==> config.mk <==
export PLATFORM = sky130hd
export DESIGN_NAME = uart_tx_fifo
export DESIGN_NICKNAME = d
export VERILOG_FILES = /design/src/rtl/uart_tx_fifo.sv
export SDC_FILE = /design/constraint.sdc
export NUM_CORES = 1
export LEC_CHECK = 0
export BUFFER_PORTS_ARGS = -buffer_cell sky130_fd_sc_hd__buf_2
export CORE_AREA = 2 2 194 101
export CTS_BUF_LIST = sky130_fd_sc_hd__clkbuf_16
export CTS_CLUSTER_DIAMETER = 30
export DETAILED_ROUTE_END_ITERATION = 10
export DIE_AREA = 0 0 196 103
export MAX_ROUTING_LAYER = met4
export PLACE_DENSITY = 0.55
export SLEW_MARGIN = 10
export SYNTH_ARGS = -nofsm -noshare
export SYNTH_HDL_FRONTEND = slang
export SYNTH_SLANG_ARGS = --single-unit
export TNS_END_PERCENT = 100
==> constraint.sdc <==
create_clock -name clk_clk -period 3.75 [get_ports clk_clk]
set_input_delay 0.75 -clock clk_clk [delete_from_list [all_inputs] [get_ports clk_clk]]
set_output_delay 0.75 -clock clk_clk [all_outputs]
set_load 0.03 [all_outputs]
==> src/rtl/uart_tx_fifo.sv <==
// Buffered 8N1 UART transmitter: valid/ready byte input into a circular FIFO,
// serialised LSB-first at CLK_HZ/BAUD with back-to-back frames when data is queued.
module uart_tx_fifo #(
  parameter int CLK_HZ = 50000000,
  parameter int BAUD   = 115200,
  parameter int DEPTH  = 16
) (
  input  logic                     clk_clk,
  input  logic                     reset_reset,
  input  logic [7:0]               tx_data,
  input  logic                     tx_valid,
  output logic                     tx_ready,
  output logic                     uart_TXD,
  output logic                     busy,
  output logic [$clog2(DEPTH):0]   fifo_level
);

  localparam int DIV = (CLK_HZ + BAUD / 2) / BAUD;
  localparam int AW  = $clog2(DEPTH);
  localparam int CW  = (DIV > 1) ? $clog2(DIV) : 1;

  localparam logic [CW-1:0] BAUD_LAST = CW'(DIV - 1);
  localparam logic [CW-1:0] BAUD_ZERO = CW'(0);
  localparam logic [CW-1:0] BAUD_ONE  = CW'(1);
  localparam logic [AW:0]   LVL_FULL  = (AW + 1)'(DEPTH);
  localparam logic [AW:0]   LVL_ZERO  = (AW + 1)'(0);
  localparam logic [AW:0]   LVL_ONE   = (AW + 1)'(1);
  localparam logic [AW-1:0] PTR_ZERO  = AW'(0);
  localparam logic [AW-1:0] PTR_ONE   = AW'(1);

  typedef enum logic [1:0] {
    IDLE  = 2'd0,
    START = 2'd1,
    DATA  = 2'd2,
    STOP  = 2'd3
  } state_t;

  logic [7:0]    mem_r [DEPTH];
  logic [AW-1:0] wr_ptr_r;
  logic [AW-1:0] rd_ptr_r;
  logic [AW:0]   level_r;
  logic [AW:0]   level_s;
  state_t        state_r;
  state_t        state_s;
  logic [CW-1:0] baud_r;
  logic [CW-1:0] baud_s;
  logic [2:0]    bit_r;
  logic [2:0]    bit_s;
  logic [7:0]    shift_r;
  logic [7:0]    shift_s;
  logic          txd_r;
  logic          txd_s;
  logic          ready_r;
  logic          busy_r;
  logic          push_s;
  logic          pop_s;
  logic          tick_s;

  assign push_s     = tx_valid && ready_r;
  assign tick_s     = (baud_r == BAUD_LAST);
  assign tx_ready   = ready_r;
  assign uart_TXD   = txd_r;
  assign busy       = busy_r;
  assign fifo_level = level_r;

  // Frame sequencer: next state, baud/bit counters, shift register, FIFO pop and line level.
  always_comb begin
    state_s = state_r;
    baud_s  = baud_r;
    bit_s   = bit_r;
    shift_s = shift_r;
    pop_s   = 1'b0;
    txd_s   = 1'b1;
    case (state_r)
      IDLE: begin
        txd_s = 1'b1;
        if (level_r != LVL_ZERO) begin
          pop_s   = 1'b1;
          shift_s = mem_r[rd_ptr_r];
          baud_s  = BAUD_ZERO;
          state_s = START;
        end else begin
          state_s = IDLE;
        end
      end
      START: begin
        txd_s = 1'b0;
        if (tick_s) begin
          baud_s  = BAUD_ZERO;
          bit_s   = 3'd0;
          state_s = DATA;
        end else begin
          baud_s = baud_r + BAUD_ONE;
        end
      end
      DATA: begin
        txd_s = shift_r[0];
        if (tick_s) begin
          baud_s  = BAUD_ZERO;
          shift_s = {1'b0, shift_r[7:1]};
          if (bit_r == 3'd7) begin
            state_s = STOP;
          end else begin
            bit_s = bit_r + 3'd1;
          end
        end else begin
          baud_s = baud_r + BAUD_ONE;
        end
      end
      STOP: begin
        txd_s = 1'b1;
        if (tick_s) begin
          baud_s = BAUD_ZERO;
          // Chain straight into the next start bit when more data is queued.
          if (level_r != LVL_ZERO) begin
            pop_s   = 1'b1;
            shift_s = mem_r[rd_ptr_r];
            state_s = START;
          end else begin
            state_s = IDLE;
          end
        end else begin
          baud_s = baud_r + BAUD_ONE;
        end
      end
      default: begin
        txd_s   = 1'b1;
        state_s = IDLE;
      end
    endcase
  end

  // FIFO occupancy after this edge's push/pop.
  always_comb begin
    level_s = level_r;
    case ({push_s, pop_s})
      2'b10:   level_s = level_r + LVL_ONE;
      2'b01:   level_s = level_r - LVL_ONE;
      default: level_s = level_r;
    endcase
  end

  // FIFO storage; contents are invalidated by pointer reset, so no reset here.
  always_ff @(posedge clk_clk) begin
    if (push_s) begin
      mem_r[wr_ptr_r] <= tx_data;
    end
  end

  // Control state and registered outputs.
  always_ff @(posedge clk_clk or posedge reset_reset) begin
    if (reset_reset) begin
      state_r  <= IDLE;
      baud_r   <= BAUD_ZERO;
      bit_r    <= 3'd0;
      shift_r  <= 8'h00;
      wr_ptr_r <= PTR_ZERO;
      rd_ptr_r <= PTR_ZERO;
      level_r  <= LVL_ZERO;
      txd_r    <= 1'b1;
      ready_r  <= 1'b1;
      busy_r   <= 1'b0;
    end else begin
      state_r <= state_s;
      baud_r  <= baud_s;
      bit_r   <= bit_s;
      shift_r <= shift_s;
      level_r <= level_s;
      txd_r   <= txd_s;
      ready_r <= (level_s != LVL_FULL);
      busy_r  <= (state_s != IDLE) || (level_s != LVL_ZERO);
      if (push_s) begin
        wr_ptr_r <= wr_ptr_r + PTR_ONE;
      end
      if (pop_s) begin
        rd_ptr_r <= rd_ptr_r + PTR_ONE;
      end
    end
  end

endmodule

==> impl_results.md <==
* Final instance area at 0.00817 sq mm
* Antenna diodes at 0
* CP endpoint kind: flop
* Static Leak at 2.94 nW
* Synth Warn # at 0
* Final WL at 16200 um
* Sequential area share after synthesis at ~66%
* Clock skew at just over 0.01 ns
* Synth top area cells: edfxtp_1, dfrtp_1, mux4_2, mux2i_1, ha_1
* First-pass GRT wire length at approximately 25000 um
* Worst skew pair latency at approximately 0.42 ns
* Congestion Overflow GR at 0
* Post-synth top area share at 53.1%
* Antenna viol nets, final at 0
* Worst-margin pin slew at approximately 1.1 ns
* Syn Area/Cell at 15.1 sq um
* Achievable frequency at ~290 MHz
* Post-synth top flop: edfxtp_1
* Tmin final at 3.47 ns
* Max Slew Vio Count at 0
* Post-layout nets at 533
* Initial DRC count at roughly 450
* Post-synth ARST share at 22.9%
* Synthesized flop and latch total at between 150 and 200
* Vias in the first global route at 3997
* Footprint of the multi-input gates at 0.00230 sq mm
* Setup tns final at 0 ns
* Arrival @ worst endpoint at 3.77 ns
* Hold-fix buffers, CTS at 0
* Hold_ws at around 0.41 ns
* Register area at ~0.0048 sq mm
* Gpl congestion at roughly 0.9
* Worst Hold Class: in -> async
* Filler cell count at 1661
* Tcrit/Tclk final at just over 90%
* RSZ-0062 raised after global routing: no
* Worst-path clk slew at around 0.070 ns
* Antenna violations before repair at 0
* Non-filler cells, final at roughly 770
* Setup Viol. Count Final at 0
* Clock root cell: clkbuf_16
* Share of layout cells above drive strength 1 at between 15 and 20%
* Critical Path Fanout Max at 8
* Die H at 103 um
* Slew margin rel. at between 20% and 30%
* Dpl hpwl at approximately 11000 um
* Via density at 5.51
* Total track usage at between 10% and 20%
* Placed cells at around 730
* CTS tree: yes
* Most common cell after layout, fill and taps aside: edfxtp_1
* Worst-case clock buffer depth at 2
* Synth area leader: edfxtp_1
* Core area at approximately 0.019 sq mm
* Initial Util at around 39%
* DIE AREA at approximately 0.020 sq mm
* # IOs at 19
* CP Launch Type: flop
* TritonCTS Sinks at 166
* Final Hold Vio Count at 0
* Outcome: completed
* Cts repair resizes at 0
* Final core occ at a little over two fifths
* Crit Path Class: reg -> reg
* Max_cap viols at 0
* DRT Pass-1 Iters at 5
* Most frequent cells in the layout: edfxtp_1, o21ai_0, dfrtp_1, mux2i_1, nand2_1
* Port bufs at 18
* # rows at 36
* CTS buffer count at 17
* Peak supply drop at 0.000401 V
* Critical Path RT at around 4.1 ns
* Vias at between 4000 and 5000
* Post-CTS setup buffer count at 0
* Mapped Area at 0.00724 sq mm
* Area grow syn2layout at 12.8%
* Power Density at between 700 and 800 mW/mm^2
* Post-place instance area at roughly 0.0076 sq mm
* Mapped Nets at between 500 and 600
* Synth Instances at 479
* Pin count of the biggest net entering global routing at 37
* H-tree depth at 4
* Avg WL per Cell at ~21 um
* Drt drc at 0
* Unique masters post-synth at between 50 and 60
* EDFF count, synth at approximately 130
* Die W at 196 um
## metrics by stage
stage	worst slack [ns]	power [W]
2_1_floorplan	0.561	0.00403
3_3_place_gp	0.446	0.00461
3_5_place_dp	0.246	0.00467
4_1_cts	0.356	0.00628
5_1_grt	0.000172	0.00661
6_report	0.282	0.00624
## sequential cells by signal (all words and copies together) (netlist names)
name        cells
busy            1
state_r         2
wr_ptr_r        4
fifo_level      5
mem_r         128
tx_ready        1
rd_ptr_r        4
bit_r           3
shift_r         8
uart_TXD        1
baud_r          9
## worst max-delay path, cell delays in order, from the launching register on
cell and delay [ns]:
dfrtp_1 0.41, inv_1 0.10, ha_1 0.44, a211oi_4 0.40
nand2_1 0.16, xnor2_1 0.18, ha_1 0.23, nor4b_1 0.29
a31oi_1 0.15, a2111oi_0 0.58, a2111oi_2 0.10, a2111o_1 0.30
## cell families after synthesis
family                     share of synthesized area (%)
adders and majority gates                           2.76
and+or+nand+nor                                     8.05
xor gates and xnor gates                            1.21
buffers and inverters                               1.94
AOI/OAI and AO/OA                                   9.12
DFF                                                 66.3
muxes                                               10.7
## where the power goes
part,internal (W),switching (W)
clock network,0.000846,0.000740
logic,0.000861,0.00125
registers,0.00229,0.000259
total,0.00399,0.00225
## cell usage after synthesis (2+ instances only)
| library cell | instances |
|---|---|
| edfxtp_1 | 128 |
| o21ai_0 | 39 |
| dfrtp_1 | 36 |
| mux2i_1 | 31 |
| nand2_1 | 26 |
| mux4_2 | 19 |
| ha_1 | 16 |
| and2_1 | 15 |
| inv_1 | 15 |
| a221oi_1 | 14 |
| and3_1 | 13 |
| nand3_1 | 12 |
| nor2_1 | 12 |
| a21oi_1 | 10 |
| clkbuf_1 | 10 |
| xnor2_1 | 9 |
| a22oi_1 | 8 |
| buf_2 | 7 |
| nor3_1 | 6 |
| and4_1 | 4 |
| a22o_1 | 3 |
| mux2_2 | 3 |
| o22ai_1 | 3 |
| clkinv_1 | 2 |
| dfstp_2 | 2 |
| nor2b_1 | 2 |
| nor3b_1 | 2 |
| nor4_1 | 2 |
| o21ai_1 | 2 |
| o31a_1 | 2 |
| or3_1 | 2 |
## path summary, 6_finish.rpt
| kind | start | endpoint | slack, ns | depth (start not counted) |
|---|---|---|---|---|
| hold reg to reg | shift_r[6]$_DFFE_PP0P_ | shift_r[6]$_DFFE_PP0P_ | 0.48 | 2 |
| setup / recovery | state_r[0]$_DFF_PP0_ | busy$_DFF_PP0_ | 0.28 | 11 |
| max in group asynchronous | reset_reset | uart_TXD$_DFF_PP1_ | 2.69 | 3 |
| hold / removal | reset_reset | busy$_DFF_PP0_ | 0.41 | 2 |
| min in group clk_clk | shift_r[6]$_DFFE_PP0P_ | shift_r[6]$_DFFE_PP0P_ | 0.48 | 2 |
| setup reg to reg | state_r[0]$_DFF_PP0_ | busy$_DFF_PP0_ | 0.28 | 11 |
## metal layers
layer	up-vias	part of all wire, %	global-route usage (%)
met2	131	39	22.6
met4	0	0.86	4.78
met5	-	0	-
li1	1929	-	-
met3	13	6.4	4.02
met1	2144	54	27.5
## layout make-up
class | count | area share, %
multi-input combinational | 278 | 28.2
tap | 247 | 3.78
timing repair buffer | 26 | 1.99
sequential | 166 | 58.7
clock inverter | 15 | 1.32
inverter | 17 | 0.781
clock buffer | 17 | 5.21
Power figures use the tool's default switching activity.
